`src/rtl/unified_mem_arbiter.sv`:
```
// rtl/unified_mem_arbiter.sv - IF/MEM arbiter sequencing 32-bit words as four big-endian byte beats
module unified_mem_arbiter #(
   parameter int ADDRESSWIDTH = 32,
   parameter int DATA         = 32,
   parameter int MEMDEPTH     = 4096,
   parameter int MEMWIDTH     = 8,
   parameter int BYTESPERWORD = DATA / MEMWIDTH
) (
   input  logic                        clk,
   input  logic                        reset_n,
   input  logic                        if_req,
   input  logic [ADDRESSWIDTH-1:0]     if_addr,
   output logic                        if_done,
   output logic [DATA-1:0]             if_rdata,
   input  logic                        d_req,
   input  logic                        d_we,
   input  logic [ADDRESSWIDTH-1:0]     d_addr,
   input  logic [DATA-1:0]             d_wdata,
   output logic                        d_done,
   output logic [DATA-1:0]             d_rdata,
   output logic                        d_err,
   output logic                        if_err,
   output logic [$clog2(MEMDEPTH)-1:0] mem_addr,
   output logic                        mem_we,
   output logic [MEMWIDTH-1:0]         mem_wdata,
   input  logic [MEMWIDTH-1:0]         mem_rdata,
   output logic                        busy
);

   localparam int IW = $clog2(MEMDEPTH);
   localparam int BW = $clog2(BYTESPERWORD);
   localparam int SW = DATA - MEMWIDTH;

   typedef enum logic [1:0] {S_IDLE, S_ACCESS, S_DONE} state_t;

   state_t            state_q;
   logic [BW-1:0]     beat_q;
   logic              last_d_q;
   logic              own_d_q;
   logic              we_q;
   logic [IW-1:0]     idx_q;
   logic [SW-1:0]     wbuf_q;
   logic [SW-1:0]     rbuf_q;
   logic              if_done_q, d_done_q, if_err_q, d_err_q, mem_we_q;
   logic [DATA-1:0]   if_rdata_q, d_rdata_q;
   logic [IW-1:0]     mem_addr_q;
   logic [MEMWIDTH-1:0] mem_wdata_q;

   // Tie goes to whichever requester did not win last; last_d_q=0 after reset favours data.
   logic                    grant_d;
   logic [ADDRESSWIDTH-1:0] g_addr;
   logic                    g_store;
   logic                    misaligned;
   logic [BW-1:0]           beat_nxt;
   logic [DATA-1:0]         word;

   assign grant_d    = d_req & (~if_req | ~last_d_q);
   assign g_addr     = grant_d ? d_addr : if_addr;
   assign g_store    = grant_d & d_we;
   assign misaligned = |g_addr[BW-1:0];
   assign beat_nxt   = beat_q + 1'b1;
   assign word       = {rbuf_q, mem_rdata};

   always_ff @(posedge clk or negedge reset_n) begin
      if (!reset_n) begin
         state_q     <= S_IDLE;
         beat_q      <= '0;
         last_d_q    <= 1'b0;
         own_d_q     <= 1'b0;
         we_q        <= 1'b0;
         idx_q       <= '0;
         wbuf_q      <= '0;
         rbuf_q      <= '0;
         if_done_q   <= 1'b0;
         d_done_q    <= 1'b0;
         if_err_q    <= 1'b0;
         d_err_q     <= 1'b0;
         if_rdata_q  <= '0;
         d_rdata_q   <= '0;
         mem_we_q    <= 1'b0;
         mem_addr_q  <= '0;
         mem_wdata_q <= '0;
      end else begin
         if_done_q   <= 1'b0;
         d_done_q    <= 1'b0;
         if_err_q    <= 1'b0;
         d_err_q     <= 1'b0;
         if_rdata_q  <= '0;
         d_rdata_q   <= '0;
         mem_we_q    <= 1'b0;
         mem_addr_q  <= '0;
         mem_wdata_q <= '0;
         case (state_q)
            S_IDLE: begin
               if (if_req || d_req) begin
                  own_d_q  <= grant_d;
                  last_d_q <= grant_d;
                  we_q     <= g_store;
                  idx_q    <= g_addr[IW-1:0];
                  wbuf_q   <= g_store ? d_wdata[SW-1:0] : '0;
                  rbuf_q   <= '0;
                  beat_q   <= '0;
                  if (misaligned) begin
                     state_q  <= S_DONE;
                     d_done_q <= grant_d;
                     d_err_q  <= grant_d;
                     if_done_q <= ~grant_d;
                     if_err_q  <= ~grant_d;
                  end else begin
                     // Outputs are registered, so beat 0 is presented in the first ACCESS cycle.
                     state_q     <= S_ACCESS;
                     mem_addr_q  <= g_addr[IW-1:0];
                     mem_we_q    <= g_store;
                     mem_wdata_q <= g_store ? d_wdata[DATA-1 -: MEMWIDTH] : '0;
                  end
               end
            end
            S_ACCESS: begin
               rbuf_q <= {rbuf_q[SW-MEMWIDTH-1:0], mem_rdata};
               if (beat_q == BW'(BYTESPERWORD - 1)) begin
                  state_q <= S_DONE;
                  if (own_d_q) begin
                     d_done_q  <= 1'b1;
                     d_rdata_q <= we_q ? '0 : word;
                  end else begin
                     if_done_q  <= 1'b1;
                     if_rdata_q <= word;
                  end
               end else begin
                  beat_q      <= beat_nxt;
                  mem_addr_q  <= idx_q + IW'(beat_nxt);
                  mem_we_q    <= we_q;
                  mem_wdata_q <= we_q ? wbuf_q[SW-1 -: MEMWIDTH] : '0;
                  wbuf_q      <= {wbuf_q[SW-MEMWIDTH-1:0], {MEMWIDTH{1'b0}}};
               end
            end
            default: state_q <= S_IDLE;
         endcase
      end
   end

   assign if_done   = if_done_q;
   assign if_rdata  = if_rdata_q;
   assign if_err    = if_err_q;
   assign d_done    = d_done_q;
   assign d_rdata   = d_rdata_q;
   assign d_err     = d_err_q;
   assign mem_addr  = mem_addr_q;
   assign mem_we    = mem_we_q;
   assign mem_wdata = mem_wdata_q;
   assign busy      = (state_q != S_IDLE);

endmodule

```
`config.mk`:
```
export PLATFORM = sky130hd
export DESIGN_NAME = unified_mem_arbiter
export DESIGN_NICKNAME = d
export VERILOG_FILES = /design/src/rtl/unified_mem_arbiter.sv
export SDC_FILE = /design/constraint.sdc
export NUM_CORES = 1
export LEC_CHECK = 0
export BUFFER_PORTS_ARGS = -buffer_cell sky130_fd_sc_hd__buf_2
export CORE_ASPECT_RATIO = 1.4
export CORE_MARGIN = 10
export CORE_UTILIZATION = 52
export CTS_BUF_LIST = sky130_fd_sc_hd__clkbuf_4 sky130_fd_sc_hd__clkbuf_8
export CTS_CLUSTER_DIAMETER = 200
export DETAILED_ROUTE_END_ITERATION = 6
export PLACE_DENSITY = 0.93
export SLEW_MARGIN = 10
export SYNTH_ARGS = -nofsm -noshare
export SYNTH_HDL_FRONTEND = slang
export SYNTH_SLANG_ARGS = --single-unit
export TNS_END_PERCENT = 5
```
`constraint.sdc`:
```
create_clock -name clk -period 2.6 [get_ports clk]
set_clock_uncertainty 0.2 [all_clocks]
set_input_delay 0.39 -clock clk [delete_from_list [all_inputs] [get_ports clk]]
set_output_delay 0.39 -clock clk [all_outputs]
set_load 0.01 [all_outputs]
```
==> results of run 1 <==
[sequential cells by signal, summed over array words and instances (netlist names)]
| signal | flops |
|---|---|
| mem_we | 1 |
| state_q | 2 |
| if_done | 1 |
| rbuf_q | 24 |
| d_err | 1 |
| if_err | 1 |
| d_rdata | 32 |
| idx_q | 12 |
| beat_q | 2 |
| if_rdata | 32 |
| mem_addr | 12 |
| we_q | 1 |
| mem_wdata | 8 |
| own_d_q | 1 |
| wbuf_q | 24 |
| d_done | 1 |
[power groups by stage]
stage / Clock (mW) / Combinational, mW / Sequential [mW]
final: 1.69 / 2.21 / 3.35
after global routing: 1.83 / 2.43 / 3.41
after CTS: 1.73 / 2.17 / 3.33
after detailed placement: 0 / 2.00 / 3.37
after global placement: 0 / 1.91 / 3.34
after floorplan: 0 / 1.38 / 3.31
[per-layer routing]
layer / routed length [um] / vias to the layer above / share of wire
met4: 523 / 0 / 0.034
met1: 5860 / 2230 / 0.38
met3: 1060 / 36 / 0.069
met2: 7970 / 226 / 0.52
met5: 0 / - / 0
li1: - / 2072 / -
[repair_timing]
item | 4_1_cts | 5_1_grt
setup endpoints to repair | 0 | 3
hold buffers | 45 | 0
endpoints found under the hold margin | 119 | 0
gates resized for setup | 0 | 1
[through the flow]
stage	util	cells	setup slack, ns	area (um^2)
2_1_floorplan	-	472	0.598	5960
3_3_place_gp	0.613	758	0.437	6910
3_5_place_dp	0.613	758	0.385	6910
4_1_cts	0.686	835	0.177	7740
5_1_grt	0.687	839	0.152	7750
6_report	0.687	839	0.317	7750
[logic make-up (layout without fill, tap and decap cells)]
family	count (synthesis)	count (layout)	share of synthesized area
and+or+nand+nor	167	167	0.148
DFF	155	155	0.650
AOI/OAI and AO/OA	92	92	0.140
buffers and inverters	42	261	0.0336
xor gates and xnor gates	10	10	0.0147
adders and majority gates	4	4	0.00965
muxes	2	2	0.00336
other	0	4	0
[worst paths after layout]
kind / start / end / slack, ns / cells after the start
max: state_q[1] / idx_q[8] / 0.32 / 5
min: if_addr[3] / idx_q[3] / 0.02 / 3
max reg2reg: state_q[1] / idx_q[8] / 0.32 / 5
min reg2reg: wbuf_q[1] / wbuf_q[1] / 0.28 / 2
max in group asynchronous: reset_n / wbuf_q[18] / 1.12 / 3
min in group asynchronous: reset_n / d_rdata[4] / 0.31 / 2
[cell usage after synthesis (2+ instances only)]
cell type,number
dfrtp_1,155
mux2i_1,2
nor4_1,2
nor3_1,3
o22ai_1,10
nor2_1,36
inv_1,12
a221oi_2,12
a221oi_1,4
a21oi_1,2
nand2_1,29
a22o_1,32
ha_1,3
and2_1,70
a32o_1,2
a21o_1,3
xnor2_1,9
nand4_1,2
a222oi_1,10
nand2b_1,2
buf_4,2
o21ai_0,3
buf_2,16
nor3b_2,2
clkbuf_1,10
a22oi_1,10
nor2b_1,2
buf_6,2
nand3_1,12
[cell type report]
cell class                 instances  area (um^2)
tap                              144          180
clock buffer                      18          241
clock inverter                    14          136
timing repair buffer             217         1370
multi-input combinational        275         1900
fill                             815         3530
sequential                       155         3880
inverter                          12         45.0
antenna                            4         10.0
[worst reg2reg max path: cells and delay by family, from the launching register on]
kind | cells | cell delay (ns)
and+or+nand+nor | 2 | 0.62
DFF | 1 | 0.44
AOI/OAI and AO/OA | 1 | 0.29
buffers and inverters | 2 | 0.64
==> out/results.txt, run 1 <==
Along the worst path, the maximum fanout reaches 17. Static timing analysis puts the maximum clock frequency at 438 MHz. The die height came out at 147 um.

Compared with the post-synthesis result, the final layout area differs by 30.0%. In this run, distinct cell masters in the synthesized netlist total 42. Max-cap violations in this run came to 0. The region available for standard cell placement spans 0.0113 mm^2. The routability congestion estimate is 0.825. In this design, the stage delay of the slowest critical-path cell is 0.60 ns.

For the total iterations of the first detailed-routing run, the log shows 7. Detailed-route via count: 4564. The later pin in the worst-skew pair is clocked with a latency of 0.45 ns.

IR analysis of the VDD net gives a maximum drop of 0.591 mV. Counting every instance in the synthesized netlist gives 472. The final setup violation count was 0. Summed over all nets, the switching power comes to 2.59 mW. Setup repair after global routing left no endpoint under its margin. Once the clock tree was built, the setup fixing pass inserted 0 buffers. The required time of the worst setup path was 2.75 ns.

Input and output buffers added on the ports amount to 158. Dividing the detail-routed wire length by the instance count gives 18.4 um. Summed instance area of the synthesized netlist: 0.00596 mm^2.

The worst setup path is captured at a flip-flop. The total leakage power is 4.12 nW. The prevailing post-synth register cell was dfrtp_1. For the Yosys warning count, the log shows 0. For the total number of clock tree sinks, the log shows 155.

In this run, synthesis inferred 0 flip-flops with an integrated enable. Cell internal power was estimated by the tool at 4.66 mW. Dividing the synthesized area by the synthesized cell count gives 12.6 um^2.

For the die outline area, the log shows 0.0162 mm^2. The HPWL after detailed placement is 10.5 mm. The tree is rooted in a clkbuf_8.

The critical path is of the reg2reg type. The proportion of netlist area held by the largest area contributor is 0.650. The run gives 0 as the number of pins exceeding their max-slew limit in the final report. Leaving out fill and tap cells, the most frequent cell in the layout is buf_2. The remaining design rule violation count is 0. The number of antenna violations at the first check in global routing is 3, and the wire length reported by the detailed router is 15.4 mm.

The worst setup path is launched from a flip-flop. The share of final-layout standard cells stronger than drive strength 1 came out at 0.327. For this design the ratio of total power to cell area is 936 mW/mm^2. The proportion of register bits with asynchronous set or reset after synthesis was 1.00. Cell type contributing the most total cell area after synthesis: dfrtp_1. The floorplan has 46 rows.

For the part of the total power dissipated in the clock network, the log shows 0.233. In this run the worst hold path is classified as in2reg. The largest individual stage delay along the critical path comes from the cell dlygate4sd3_1.

The met1 usage came out at 0.212. When the netlist entered floorplanning its net count stood at 585. The switching part of the total works out to 0.357.

Walking the worst path, the cells encountered are nor2_2 > nand2_2 > a222oi_1 > dlygate4sd3_1 > inv_1. The run gives 0.462 as the part of the power in registers. The run gives 4 as the number of levels the H-tree was split into. Entering global routing, the biggest net connects 74 pins. Together, buffers and inverters on the worst path number 2.

The met2 capacity usage during global routing was 0.321; the time the worst path needs with I/O delays and setup was 2.28 ns. At the pin with the least slew margin, the transition time is 0.659 ns. The worst slack on hold paths is 0.0186 ns, and the sequential element share of the synthesized area is 0.650.

Clock-pin slew was measured on the worst setup and hold paths at 0.08 ns. The run gives 0 as the number of hold violations in the final report. The logs give 791 for the count of nets after finishing and 0.304 for the combinational cell fraction of total power. From left edge to right edge, the die measures 111 um. The tools report the final total negative setup slack as 0 ns.

The all-layer global routing usage came out at 0.191. The share of the clock period used by the worst path came out at 0.878. The first global-routing pass estimated 25.1 mm of wire. Buffers inserted during clock tree synthesis total 17. The logs give 0 for the number of nets with antenna violations after detailed routing and 199 for the number of top-level pins. TritonCTS built the clock tree. The worst slew margin relative to its limit came out at 0.561. The aggregate global routing overflow is 0. The met3 usage is 0.0587, and the data arrival time of the critical path is 2.43 ns. Global routing's busiest layer: met2.

The power after layout is 7.25 mW, and the routed via count divided by cell count is 5.44. The run finished with clean final reports. The run gives 2 as the largest buffer count on any clock path.

The initial standard-cell utilization of the core was 0.529. The via count of the first global-routing pass came out at 4739. On the critical path the largest part of the delay comes from buffers and inverters. In the layout the commonest cells are 157 x buf_2, 155 x dfrtp_1, 70 x and2_1, 45 x dlygate4sd3_1, 36 x nor2_1.

Yosys attributes the largest share of cell area to dfrtp_1 65%, and2_1 7.3%, a22o_1 4.7%, a221oi_2 3.0%, nor2_1 2.3%. The flop and latch count out of synthesis works out to 155. The detailed router finished its first iteration with 336 violations.
Note: power is estimated with default switching activity, not from simulation.
==> run 2, diff against run 1 <==
--- a/config.mk
+++ b/config.mk
@@ -6,11 +6,11 @@
 export NUM_CORES = 1
 export LEC_CHECK = 0
 export BUFFER_PORTS_ARGS = -buffer_cell sky130_fd_sc_hd__buf_2
-export CORE_ASPECT_RATIO = 1.4
 export CORE_MARGIN = 10
 export CORE_UTILIZATION = 52
 export CTS_BUF_LIST = sky130_fd_sc_hd__clkbuf_4 sky130_fd_sc_hd__clkbuf_8
 export CTS_CLUSTER_DIAMETER = 200
+export CTS_CLUSTER_SIZE = 10
 export DETAILED_ROUTE_END_ITERATION = 6
 export PLACE_DENSITY = 0.93
 export SLEW_MARGIN = 10
==> run 2 against run 1 <==
The run now ends with DRC left. Utilization increased by 1.1 points. Critical path depth unchanged. Combinational power about the same. Non-clock buffer count increased by 9. Critical endpoint is now idx_q[7]. Largest power group unchanged.
==> out/results.txt, run 2 (synthesis gave the netlist of run 1 again) <==
Clock tree synthesis inserted a total of 17 buffers. Walking the worst path, the cells encountered are nor2_2 > nand2_2 > a222oi_1 > dlygate4sd3_1 > inv_1. The clock network latency to the later pin of the worst-skew pair was 0.46 ns.

The run gives 2 as the largest buffer count on any clock path. The slowest stage of the critical path belongs to the cell dlygate4sd3_1. Entering global routing, the biggest net connects 70 pins. The aggregate global routing overflow was 0. The area used by multi-input combinational logic is 0.00190 mm^2, and the final total negative setup slack is 0 ns.

STA classifies the critical path endpoint as a flip-flop. The number of max-cap violations was 0. The tools report the via count of the first global-routing pass as 4892. Pin placement for this block handled 199 I/O pins. OpenSTA, run right after detailed placement, puts the worst setup slack at 0.405 ns. The H-tree was split into 4 levels.

Summing over every cut layer, the via total after detailed routing is 4620. The total leakage power was 4.18 nW. The number of antenna violations at the first check in global routing is 1, and the x dimension of the die is 127 um. The run gives 7 as the total iterations of the first detailed-routing run.

The first global-routing pass estimated 24.9 mm of wire. At the pin with the least slew margin, the transition time is 0.627 ns. The clock-pin slew on the worst setup and hold paths was 0.08 ns. The time the worst path needs with I/O delays and setup was 2.38 ns. Setup repair after global routing left no endpoint under its margin.

The largest stage delay on the critical path was 0.60 ns. The flow ran to the end, but the final reports show violations. The root buffer cell chosen for the clock tree is clkbuf_8.

TritonCTS built the clock tree. The worst slew margin relative to its limit was 0.582. The most common library cell in the layout ignoring fill and taps is buf_2.

In the final routed layout, each cell accounts on average for 18.3 um. The share of final-layout standard cells stronger than drive strength 1 was 0.323; the final setup violation count was 0. The path type of the worst min-delay path is in2reg. In this run the standard cell core region covers 0.0113 mm^2. The number of nets with antenna violations after detailed routing is 0. The sequential cell area came out at 0.00388 mm^2.

The remaining design rule violation count came out at 1. The share of the clock period used by the worst path was 0.915; the number of cell rows was 39. The run gives 155 as the total number of clock tree sinks. The category of the worst setup path launch point is a flip-flop. The run gives 744 as the number of filler cells placed in the layout. The data arrival time of the critical path came out at 2.54 ns. The repair_antennas step left the layout with diodes totalling 0. The checks that failed: DRC. The routability congestion estimate is 0.861, and the number of buffers inserted by port buffering is 158.

In this run the power density over the cells is 957 mW/mm^2. The required time of the worst setup path was 2.76 ns; the count of nets after finishing was 800. The floorplan step defined a die boundary enclosing 0.0162 mm^2. The wire length reported by the detailed router came out at 15.4 mm. The path type of the worst setup path is reg2reg. The post-DP HPWL was 10.2 mm. The all-layer global routing usage was 0.192; the largest fanout of any net on the critical path was 17.

The post-route core utilization was 0.698; the fmax was 420 MHz. The die is 127 um tall. The count of buffers added by post-CTS timing repair for setup was 0.

For the number of hold violations in the final report, the log shows 0. The routed via count divided by cell count works out to 5.49. Leaving out fill and tap cells, the most frequent cells in the layout are 157 x buf_2, 155 x dfrtp_1, 70 x and2_1, 54 x dlygate4sd3_1, 35 x nor2_1. IR analysis of the VDD net gives a maximum drop of 0.624 mV. The area growth from synthesis to layout is 32.5%. The post-route worst setup slack was 0.221 ns.

The number of pins exceeding their max-slew limit in the final report was 0; the initial standard-cell utilization of the core was 0.527. After the first detailed-routing iteration, the DRC count stood at 374.
## run 2: cell count changes in the layout (fill, tap and decap cells not counted), sizes merged
| cell | delta |
|---|---|
| dlygate4sd3 | +9 |
| clkbuf | +3 |
| clkinvlp | +2 |
| clkinv | -5 |
| inv | -4 |
| bufinv | +3 |
| diode | -4 |
## run 2: area by class of cell
cell class                 instances  share of cell area
sequential                       155               0.491
clock inverter                    10              0.0207
multi-input combinational        275               0.240
inverter                          12             0.00570
clock buffer                      21              0.0358
tap                              143              0.0226
timing repair buffer             226               0.184
## run 2: critical path: cells and delay by family, from the launching register on
kind	cells	cell delay (ns)
simple gates	2	0.64
compound gates	1	0.35
buf+inv	2	0.64
flops	1	0.45
## run 2: what timing repair did
| action | CTS | global route |
|---|---|---|
| setup endpoints to repair | 0 | 10 |
| hold buffers | 54 | 0 |
| resized for setup | 0 | 1 |
| hold endpoints to repair | 124 | 0 |
## run 2: path summary, 6_finish.rpt
path	from	end	slack (ns)	cells past startpoint
max in group asynchronous	reset_n	idx_q[2]	1.16	3
max reg2reg	state_q[1]	idx_q[7]	0.22	5
min	d_wdata[10]	wbuf_q[10]	0.01	3
min in group asynchronous	reset_n	d_rdata[21]	0.30	2
min reg2reg	wbuf_q[2]	wbuf_q[2]	0.28	2
max	state_q[1]	idx_q[7]	0.22	5
## run 2: per-stage QoR
stage | total power, mW | std cells | hold slack (ns) | instance area (um^2)
2_1_floorplan | 4.69 | 472 | -0.106 | 5960
5_1_grt | 7.99 | 842 | 0.0116 | 7900
4_1_cts | 7.55 | 842 | 0.00155 | 7900
3_5_place_dp | 5.37 | 757 | 0.228 | 6910
3_3_place_gp | 5.26 | 757 | 0.215 | 6910
6_report | 7.56 | 842 | 0.0141 | 7900
## run 2: report_power, final
part           internal, mW  leakage (nW)  switching [mW]  total, mW
Combinational         0.993          1.88            1.22       2.22
Clock                  1.13         0.214           0.862       1.99
Sequential             2.92          2.09           0.439       3.36
## run 2: layer usage
layer,GRT usage,vias up,routed length [um]
met3,0.0699,46,1290
met4,0.0985,2,553
met1,0.219,2272,6040
li1,-,2077,-
met2,0.312,223,7530
met5,0,-,7
